## config.mk

```make
export PLATFORM = sky130hd
export DESIGN_NAME = gpu_cmd_queue_flat
export DESIGN_NICKNAME = d
export VERILOG_FILES = /design/src/rtl/gpu_cmd_queue_if.sv /design/src/rtl/gpu_cmd_queue.sv /design/src/flat_wrapper.sv
export SDC_FILE = /design/constraint.sdc
export NUM_CORES = 1
export LEC_CHECK = 0
export ABC_AREA = 1
export CAP_MARGIN = 10
export CORE_MARGIN = 4
export CORE_UTILIZATION = 50
export CTS_CLUSTER_DIAMETER = 80
export CTS_CLUSTER_SIZE = 30
export DETAILED_ROUTE_END_ITERATION = 12
export PLACE_DENSITY = 0.7
export SLEW_MARGIN = 20
export SYNTH_ARGS = -nofsm -noshare
export SYNTH_HDL_FRONTEND = slang
export SYNTH_SLANG_ARGS = --single-unit
```

## constraint.sdc

```tcl
create_clock -name clk -period 5.7 [get_ports clk]
set_input_delay 0.57 -clock clk [delete_from_list [all_inputs] [get_ports clk]]
set_output_delay 0.57 -clock clk [all_outputs]
set_load 0.01 [all_outputs]
```

## src/rtl/gpu_cmd_queue_if.sv

```systemverilog
// gpu_cmd_queue_if - bundle of the APB slave port and the command stream
// port of gpu_cmd_queue.
//   master : APB requester plus command consumer (drives pSel/pEnable/...,
//            cmd_ready_i)
//   slave  : the command queue (drives pReady/pDataRead/pSlvErr, the FIFO
//            head fields and count_o)
// The parameters must match the ones of the gpu_cmd_queue instance.
interface gpu_cmd_queue_if #(
  parameter int WIDTH_BITS   = 10,
  parameter int HEIGHT_BITS  = 9,
  parameter int CHANNEL_BITS = 8,
  parameter int DEPTH        = 8
);
  localparam int CW = $clog2(DEPTH) + 1;

  logic [31:0]             pAddr_i;
  logic [31:0]             pDataWrite_i;
  logic                    pSel_i;
  logic                    pEnable_i;
  logic                    pWrite_i;
  logic                    pReady_o;
  logic [31:0]             pDataRead_o;
  logic                    pSlvErr_o;

  logic                    cmd_valid_o;
  logic                    cmd_ready_i;
  logic [3:0]              opcode_o;
  logic [WIDTH_BITS-1:0]   x1_o;
  logic [WIDTH_BITS-1:0]   x2_o;
  logic [HEIGHT_BITS-1:0]  y1_o;
  logic [HEIGHT_BITS-1:0]  y2_o;
  logic [CHANNEL_BITS-1:0] r_o;
  logic [CHANNEL_BITS-1:0] g_o;
  logic [CHANNEL_BITS-1:0] b_o;
  logic [CW-1:0]           count_o;

  modport master (
    output pAddr_i, pDataWrite_i, pSel_i, pEnable_i, pWrite_i, cmd_ready_i,
    input  pReady_o, pDataRead_o, pSlvErr_o, cmd_valid_o, opcode_o,
           x1_o, x2_o, y1_o, y2_o, r_o, g_o, b_o, count_o
  );

  modport slave (
    input  pAddr_i, pDataWrite_i, pSel_i, pEnable_i, pWrite_i, cmd_ready_i,
    output pReady_o, pDataRead_o, pSlvErr_o, cmd_valid_o, opcode_o,
           x1_o, x2_o, y1_o, y2_o, r_o, g_o, b_o, count_o
  );
endinterface

```

## src/rtl/gpu_cmd_queue.sv

```systemverilog
// gpu_cmd_queue - APB front-end that assembles multi-word draw commands in
// staging registers and queues them in a DEPTH-entry first-word-fall-through
// FIFO drained by the rasteriser over valid/ready.
// Ports:
//   clk  : clock
//   rst  : asynchronous active-high reset
//   bus  : gpu_cmd_queue_if.slave - APB slave (pAddr_i, pDataWrite_i, pSel_i,
//          pEnable_i, pWrite_i, pReady_o, pDataRead_o, pSlvErr_o) and command
//          stream (cmd_valid_o, cmd_ready_i, opcode/x1/y1/x2/y2/r/g/b, count_o)
// Register map (offset = pAddr_i[7:0]):
//   0x00 W0 RW, 0x04 W1 RW, 0x08 W2 RW, 0x0C COMMIT WO,
//   0x10 STATUS RO, 0x14 CTRL WO (bit0 flush, bit1 clear overflow)
module gpu_cmd_queue #(
  parameter int WIDTH_BITS    = 10,
  parameter int HEIGHT_BITS   = 9,
  parameter int CHANNEL_BITS  = 8,
  parameter int DEPTH         = 8,
  parameter int STALL_ON_FULL = 1
) (
  input logic           clk,
  input logic           rst,
  gpu_cmd_queue_if.slave bus
);

  localparam int AW = $clog2(DEPTH);
  localparam int CW = AW + 1;

  localparam logic [7:0] OFF_W0     = 8'h00;
  localparam logic [7:0] OFF_W1     = 8'h04;
  localparam logic [7:0] OFF_W2     = 8'h08;
  localparam logic [7:0] OFF_COMMIT = 8'h0C;
  localparam logic [7:0] OFF_STATUS = 8'h10;
  localparam logic [7:0] OFF_CTRL   = 8'h14;

  typedef struct packed {
    logic [3:0]              opcode;
    logic [WIDTH_BITS-1:0]   x1;
    logic [HEIGHT_BITS-1:0]  y1;
    logic [WIDTH_BITS-1:0]   x2;
    logic [HEIGHT_BITS-1:0]  y2;
    logic [CHANNEL_BITS-1:0] r;
    logic [CHANNEL_BITS-1:0] g;
    logic [CHANNEL_BITS-1:0] b;
  } cmd_t;

  // staging registers
  logic [3:0]              opcode_q;
  logic [WIDTH_BITS-1:0]   x1_q, x2_q;
  logic [HEIGHT_BITS-1:0]  y1_q, y2_q;
  logic [CHANNEL_BITS-1:0] r_q, g_q, b_q;
  logic                    ovf_q;

  // FIFO
  cmd_t          mem [DEPTH];
  logic [AW-1:0] wr_ptr, rd_ptr;
  logic [CW-1:0] count_q;
  cmd_t          head;
  cmd_t          stage;

  logic [7:0]  off;
  logic        access;
  logic        hit_w0, hit_w1, hit_w2, hit_commit, hit_status, hit_ctrl, mapped;
  logic        err;
  logic        full, empty;
  logic        stall;
  logic        complete;
  logic        wr_en;
  logic        push, drop, pop, flush, ovf_clr;
  logic [31:0] rdata;

  assign off    = bus.pAddr_i[7:0];
  assign access = bus.pSel_i & bus.pEnable_i;

  assign hit_w0     = (off == OFF_W0);
  assign hit_w1     = (off == OFF_W1);
  assign hit_w2     = (off == OFF_W2);
  assign hit_commit = (off == OFF_COMMIT);
  assign hit_status = (off == OFF_STATUS);
  assign hit_ctrl   = (off == OFF_CTRL);
  assign mapped     = hit_w0 | hit_w1 | hit_w2 | hit_commit | hit_status | hit_ctrl;

  assign err = access & (~mapped | (hit_status & bus.pWrite_i) | (hit_ctrl & ~bus.pWrite_i));

  // full/empty come from the registered count only, so a pop in the same
  // cycle never admits a push and APB inputs never reach the command outputs
  assign full  = (count_q == CW'(DEPTH));
  assign empty = (count_q == '0);

  assign stall    = (STALL_ON_FULL != 0) && access && bus.pWrite_i && hit_commit && full;
  assign complete = access & ~stall;
  assign wr_en    = complete & bus.pWrite_i & ~err;

  assign push    = wr_en & hit_commit & ~full;
  // only reachable in drop mode: in stall mode a full COMMIT never completes
  assign drop    = wr_en & hit_commit & full;
  assign flush   = wr_en & hit_ctrl & bus.pDataWrite_i[0];
  assign ovf_clr = wr_en & hit_ctrl & bus.pDataWrite_i[1];
  assign pop     = ~empty & bus.cmd_ready_i;

  assign stage = '{opcode: opcode_q, x1: x1_q, y1: y1_q, x2: x2_q, y2: y2_q,
                   r: r_q, g: g_q, b: b_q};

  always_comb begin
    rdata = '0;
    if (access && !bus.pWrite_i && !err) begin
      case (off)
        OFF_W0: begin
          rdata[31:28]              = opcode_q;
          rdata[HEIGHT_BITS+15:16]  = y1_q;
          rdata[WIDTH_BITS-1:0]     = x1_q;
        end
        OFF_W1: begin
          rdata[HEIGHT_BITS+15:16]  = y2_q;
          rdata[WIDTH_BITS-1:0]     = x2_q;
        end
        OFF_W2: begin
          rdata[CHANNEL_BITS+15:16] = b_q;
          rdata[CHANNEL_BITS+7:8]   = g_q;
          rdata[CHANNEL_BITS-1:0]   = r_q;
        end
        OFF_STATUS: begin
          rdata[31]     = ovf_q;
          rdata[17]     = full;
          rdata[16]     = empty;
          rdata[CW-1:0] = count_q;
        end
        default: ;
      endcase
    end
  end

  assign bus.pReady_o    = ~stall;
  assign bus.pDataRead_o = rdata;
  assign bus.pSlvErr_o   = err;

  // staging registers and sticky overflow
  always_ff @(posedge clk or posedge rst) begin
    if (rst) begin
      opcode_q <= '0;
      x1_q     <= '0;
      y1_q     <= '0;
      x2_q     <= '0;
      y2_q     <= '0;
      r_q      <= '0;
      g_q      <= '0;
      b_q      <= '0;
      ovf_q    <= 1'b0;
    end else begin
      if (wr_en && hit_w0) begin
        opcode_q <= bus.pDataWrite_i[31:28];
        y1_q     <= bus.pDataWrite_i[HEIGHT_BITS+15:16];
        x1_q     <= bus.pDataWrite_i[WIDTH_BITS-1:0];
      end
      if (wr_en && hit_w1) begin
        y2_q <= bus.pDataWrite_i[HEIGHT_BITS+15:16];
        x2_q <= bus.pDataWrite_i[WIDTH_BITS-1:0];
      end
      if (wr_en && hit_w2) begin
        b_q <= bus.pDataWrite_i[CHANNEL_BITS+15:16];
        g_q <= bus.pDataWrite_i[CHANNEL_BITS+7:8];
        r_q <= bus.pDataWrite_i[CHANNEL_BITS-1:0];
      end
      // set wins over clear
      if (drop)
        ovf_q <= 1'b1;
      else if (ovf_clr)
        ovf_q <= 1'b0;
    end
  end

  // FIFO pointers and occupancy; flush overrides any push/pop on the same edge
  always_ff @(posedge clk or posedge rst) begin
    if (rst) begin
      wr_ptr  <= '0;
      rd_ptr  <= '0;
      count_q <= '0;
    end else if (flush) begin
      wr_ptr  <= '0;
      rd_ptr  <= '0;
      count_q <= '0;
    end else begin
      if (push)
        wr_ptr <= wr_ptr + AW'(1);
      if (pop)
        rd_ptr <= rd_ptr + AW'(1);
      count_q <= count_q + CW'(push) - CW'(pop);
    end
  end

  // storage needs no reset: entries are only visible while counted
  always_ff @(posedge clk) begin
    if (push && !flush)
      mem[wr_ptr] <= stage;
  end

  assign head = mem[rd_ptr];

  assign bus.cmd_valid_o = ~empty;
  assign bus.opcode_o    = empty ? '0 : head.opcode;
  assign bus.x1_o        = empty ? '0 : head.x1;
  assign bus.y1_o        = empty ? '0 : head.y1;
  assign bus.x2_o        = empty ? '0 : head.x2;
  assign bus.y2_o        = empty ? '0 : head.y2;
  assign bus.r_o         = empty ? '0 : head.r;
  assign bus.g_o         = empty ? '0 : head.g;
  assign bus.b_o         = empty ? '0 : head.b;
  assign bus.count_o     = count_q;

  logic unused_ok;
  assign unused_ok = ^{bus.pAddr_i[31:8], bus.pDataWrite_i};

endmodule
```

## src/flat_wrapper.sv

```systemverilog
// flat-port wrapper written by rule: the top's interface ports become plain ports
module gpu_cmd_queue_flat 
#(
  parameter int WIDTH_BITS    = 10,
  parameter int HEIGHT_BITS   = 9,
  parameter int CHANNEL_BITS  = 8,
  parameter int DEPTH         = 8,
  parameter int STALL_ON_FULL = 1
)
  (clk, rst, bus_pAddr_i, bus_pDataWrite_i, bus_pSel_i, bus_pEnable_i, bus_pWrite_i, bus_cmd_ready_i, bus_pReady_o, bus_pDataRead_o, bus_pSlvErr_o, bus_cmd_valid_o, bus_opcode_o, bus_x1_o, bus_x2_o, bus_y1_o, bus_y2_o, bus_r_o, bus_g_o, bus_b_o, bus_count_o);
  gpu_cmd_queue_if #(.WIDTH_BITS(WIDTH_BITS), .HEIGHT_BITS(HEIGHT_BITS), .CHANNEL_BITS(CHANNEL_BITS), .DEPTH(DEPTH)) bus_i ();
  input logic clk;
  input logic rst;
  input wire logic [$bits(bus_i.pAddr_i)-1:0] bus_pAddr_i;
  input wire logic [$bits(bus_i.pDataWrite_i)-1:0] bus_pDataWrite_i;
  input wire logic [$bits(bus_i.pSel_i)-1:0] bus_pSel_i;
  input wire logic [$bits(bus_i.pEnable_i)-1:0] bus_pEnable_i;
  input wire logic [$bits(bus_i.pWrite_i)-1:0] bus_pWrite_i;
  input wire logic [$bits(bus_i.cmd_ready_i)-1:0] bus_cmd_ready_i;
  output wire logic [$bits(bus_i.pReady_o)-1:0] bus_pReady_o;
  output wire logic [$bits(bus_i.pDataRead_o)-1:0] bus_pDataRead_o;
  output wire logic [$bits(bus_i.pSlvErr_o)-1:0] bus_pSlvErr_o;
  output wire logic [$bits(bus_i.cmd_valid_o)-1:0] bus_cmd_valid_o;
  output wire logic [$bits(bus_i.opcode_o)-1:0] bus_opcode_o;
  output wire logic [$bits(bus_i.x1_o)-1:0] bus_x1_o;
  output wire logic [$bits(bus_i.x2_o)-1:0] bus_x2_o;
  output wire logic [$bits(bus_i.y1_o)-1:0] bus_y1_o;
  output wire logic [$bits(bus_i.y2_o)-1:0] bus_y2_o;
  output wire logic [$bits(bus_i.r_o)-1:0] bus_r_o;
  output wire logic [$bits(bus_i.g_o)-1:0] bus_g_o;
  output wire logic [$bits(bus_i.b_o)-1:0] bus_b_o;
  output wire logic [$bits(bus_i.count_o)-1:0] bus_count_o;
  assign bus_i.pAddr_i = bus_pAddr_i;
  assign bus_i.pDataWrite_i = bus_pDataWrite_i;
  assign bus_i.pSel_i = bus_pSel_i;
  assign bus_i.pEnable_i = bus_pEnable_i;
  assign bus_i.pWrite_i = bus_pWrite_i;
  assign bus_i.cmd_ready_i = bus_cmd_ready_i;
  assign bus_pReady_o = bus_i.pReady_o;
  assign bus_pDataRead_o = bus_i.pDataRead_o;
  assign bus_pSlvErr_o = bus_i.pSlvErr_o;
  assign bus_cmd_valid_o = bus_i.cmd_valid_o;
  assign bus_opcode_o = bus_i.opcode_o;
  assign bus_x1_o = bus_i.x1_o;
  assign bus_x2_o = bus_i.x2_o;
  assign bus_y1_o = bus_i.y1_o;
  assign bus_y2_o = bus_i.y2_o;
  assign bus_r_o = bus_i.r_o;
  assign bus_g_o = bus_i.g_o;
  assign bus_b_o = bus_i.b_o;
  assign bus_count_o = bus_i.count_o;
  gpu_cmd_queue #(.WIDTH_BITS(WIDTH_BITS), .HEIGHT_BITS(HEIGHT_BITS), .CHANNEL_BITS(CHANNEL_BITS), .DEPTH(DEPTH), .STALL_ON_FULL(STALL_ON_FULL)) u_core (.clk(clk), .rst(rst), .bus(bus_i));
endmodule
```

==> qor.csv <==
metric;value;unit
outcome;complete, no violations;
vias in the first global route;15244;
Final setup viols;0;
Setup crit end kind;output port;
Post-DP Area;26590;µm²
Post-CTS Setup Inserts;0;
Max stage delay on crit path;0.62;ns
first-pass GRT wire length;91960;µm
H-tree depth;1;
TNS Setup;0;ns
number of inserted diodes;0;
routed vias/inst;5.829;
largest net degree at the start of global routing;204;
CTS clock-pin slew for the worst setup and hold paths;0.11;ns
Routed wire per std cell;22.28;µm
CTS root buf;clkbuf_16;
post-synthesis cell count;2010;
total track usage;22.56;%
most common cell after layout, fill and taps aside;nor2_1;
Top delay family on crit path;buffers and inverters;
placed insts;2707;
final worst slack;1.215;ns
Post-synth EDFFs;528;
layout cells sized above 1;4.866;%
initial antenna violation count;0;
top-level port count;175;
leakage;8.558;nW
maximum vdd ir drop;380.0;µV
most frequent cells in the layout;nor2_1, edfxtp_1, o21ai_0;
fin cells;2752;
drt initial violations;1777;
TritonCTS clock tree;yes;
Post-CTS Hold Buffers;0;
Worst Tran Pin Value;1.131;ns
cell area after synthesis;24530;µm²
Die Footprint;52670;µm²
ANT nets after route;0;
First-pass DRT Iterations;5;
Post-CTS Resized;0;
crit path DAT;3.92;ns
clk buf depth;3;
Residual DRC;0;
RD Place Congestion;0.8101;
PortBufs;144;
syn_area_per_cell;12.20;µm²
Seq/Total Area, Yosys;72.49;%
Num CTS Buffers;25;
synthesis-to-layout area growth;11.46;%
Fmax;0.2230;GHz
Synth Flop Type;edfxtp_1;
Maximum Capacitance Violations;0;
worst min path class;in -> async;
CP max FO;14;
final period utilization;78.68;%
worst setup path category;in -> out;
Crit-path slowest cell;inv_1;
Die Span Y;229.5;µm
Critical Path Source Type;input pin;
CTS sink cnt;605;
worst-path cell chain;clkdlybuf4s50_1 -> nor2_1 -> nand2_2 -> inv_1 -> nand2_1 -> inv_1 -> nand2_1 -> a31oi_1 -> clkdlybuf4s50_1;
Vias;16041;
routed wire length;61320;µm
Worst Path Buf+Inv;4;
Pins Over Slew Limit;0;
Overflow after GRT;0;
synthesized flop and latch total;605;
final hold vios;0;
DP HPWL;34540;µm
Slew headroom;24.61;%
wire length on met3;5151;µm
initial core utilization;50.95;%
Skew-Pair Late Insertion Delay;0.60;ns
FP Rows;80;
Crit path required time;5.13;ns
RSZ-0062 raised after global routing;no;
WL met2;28850;µm
Die Wd;229.5;µm
Ys Warns;0;
top sig layer;met4;
Period minus WS final;4.485;ns
Netlist cell types;39;
CORE AREA;48150;µm²
metal1 wirelength;25770;µm
clock skew;0.02107;ns
Power Dens Cells;399.9;nW/µm²
fin area;27340;µm²
Async SR Flop Fraction;12.73;%
fin nets;2157;
setup slack at placement;1.264;ns
==> metrics by stage <==
stage	hold WS [ns]	total power, mW	utilization, %
3_5_place_dp	0.5323	8.866	55.23
5_1_grt	0.4242	11.48	56.79
4_1_cts	0.3935	10.97	56.79
2_1_floorplan	0.5088	7.243	-
3_3_place_gp	0.5227	8.787	55.23
6_report	0.3758	10.93	56.79
==> synth_stat cells, types with 2 or more instances <==
cell | instances | area share [%]
nor2_1 | 566 | 8.7
edfxtp_1 | 528 | 65
o21ai_0 | 256 | 5.2
o32ai_1 | 132 | 4.7
nand2_1 | 131 | 2.0
dfrtp_1 | 77 | 7.9
clkbuf_1 | 73 | 1.1
inv_1 | 72 | 1.1
buf_2 | 40 | 0.82
o22ai_1 | 19 | 0.48
a21oi_1 | 13 | 0.27
nand3_1 | 13 | 0.27
nor2_2 | 10 | 0.26
nor3_1 | 10 | 0.20
buf_4 | 8 | 0.24
ha_1 | 8 | 0.41
o21ai_1 | 7 | 0.14
buf_6 | 6 | 0.28
buf_1 | 5 | 0.077
inv_2 | 5 | 0.077
a31oi_1 | 4 | 0.10
nand2_2 | 4 | 0.10
nor2_4 | 4 | 0.18
xor2_1 | 3 | 0.11
nand3_2 | 2 | 0.082
==> logic make-up (layout without fill, tap and decap cells) <==
kind of cell,Yosys count,count (layout),share of synthesized area [%]
buffers and inverters,210,294,3.729
DFF,605,605,72.49
AOI/OAI and AO/OA,436,436,11.14
adders and majority gates,9,9,0.4897
xor gates and xnor gates,4,4,0.1428
and+or+nand+nor,745,745,11.99
other,1,3,0.01529
==> where the power goes <==
group	internal (mW)	switching, mW	leakage [nW]
combinational	1.51	2.27	3.29
sequential	4.78	0.212	4.91
clock	0.856	1.31	0.357
==> metal layers <==
layer	vias up	GRT usage (%)
met5	-	0
met3	97	2.908
met2	727	36.66
met1	7927	32.67
met4	0	5.744
li1	7290	-
==> path summary, 6_finish.rpt <==
kind | start | end | slack (ns) | cells after the start
worst max-delay path | bus_pAddr_i[7] | bus_pDataRead_o[18] | 1.21 | 9
worst min-delay path | rst | u_core.g_q[6] | 0.38 | 2
worst max register to register | u_core.bus.count_o[2] | u_core.bus.count_o[2] | 2.35 | 11
worst min register to register | u_core.ovf_q | u_core.ovf_q | 0.55 | 1
max in group asynchronous | rst | u_core.rd_ptr[0] | 4.19 | 3
min in group clk | bus_pDataWrite_i[13] | u_core.g_q[5] | 0.52 | 3
==> flip-flops by register name, indices dropped and copies added (netlist names), 3 cells and up <==
| signal | cells |
|---|---|
| u_core.rd_ptr | 3 |
| u_core.bus.count_o | 4 |
| u_core.mem | 528 |
| u_core.g_q | 8 |
| u_core.y1_q | 9 |
| u_core.opcode_q | 4 |
| u_core.b_q | 8 |
| u_core.r_q | 8 |
| u_core.x1_q | 10 |
| u_core.y2_q | 9 |
| u_core.wr_ptr | 3 |
| u_core.x2_q | 10 |
==> cell type report <==
| cell class | instances | area [µm²] |
|---|---|---|
| Clock buffer | 38 | 674.4 |
| Clock inverter | 7 | 73.82 |
| Fill cell | 3840 | 20810 |
| Inverter | 77 | 299.0 |
| Multi-Input combinational cell | 1197 | 5906 |
| Sequential cell | 605 | 17790 |
| Tap cell | 656 | 820.8 |
| Timing Repair Buffer | 172 | 1777 |
==> worst register-to-register path, cell delays in order (launching register included) <==
cell and delay [ns]:
dfrtp_1 0.40, inv_1 0.21, ha_1 0.21, nand3_2 0.67
nand2_1 0.40, inv_1 0.14, ha_1 0.29, inv_1 0.04
ha_1 0.21, fa_1 0.41, xnor2_1 0.18, nor2_1 0.08
(Power assumes the default switching activity.)
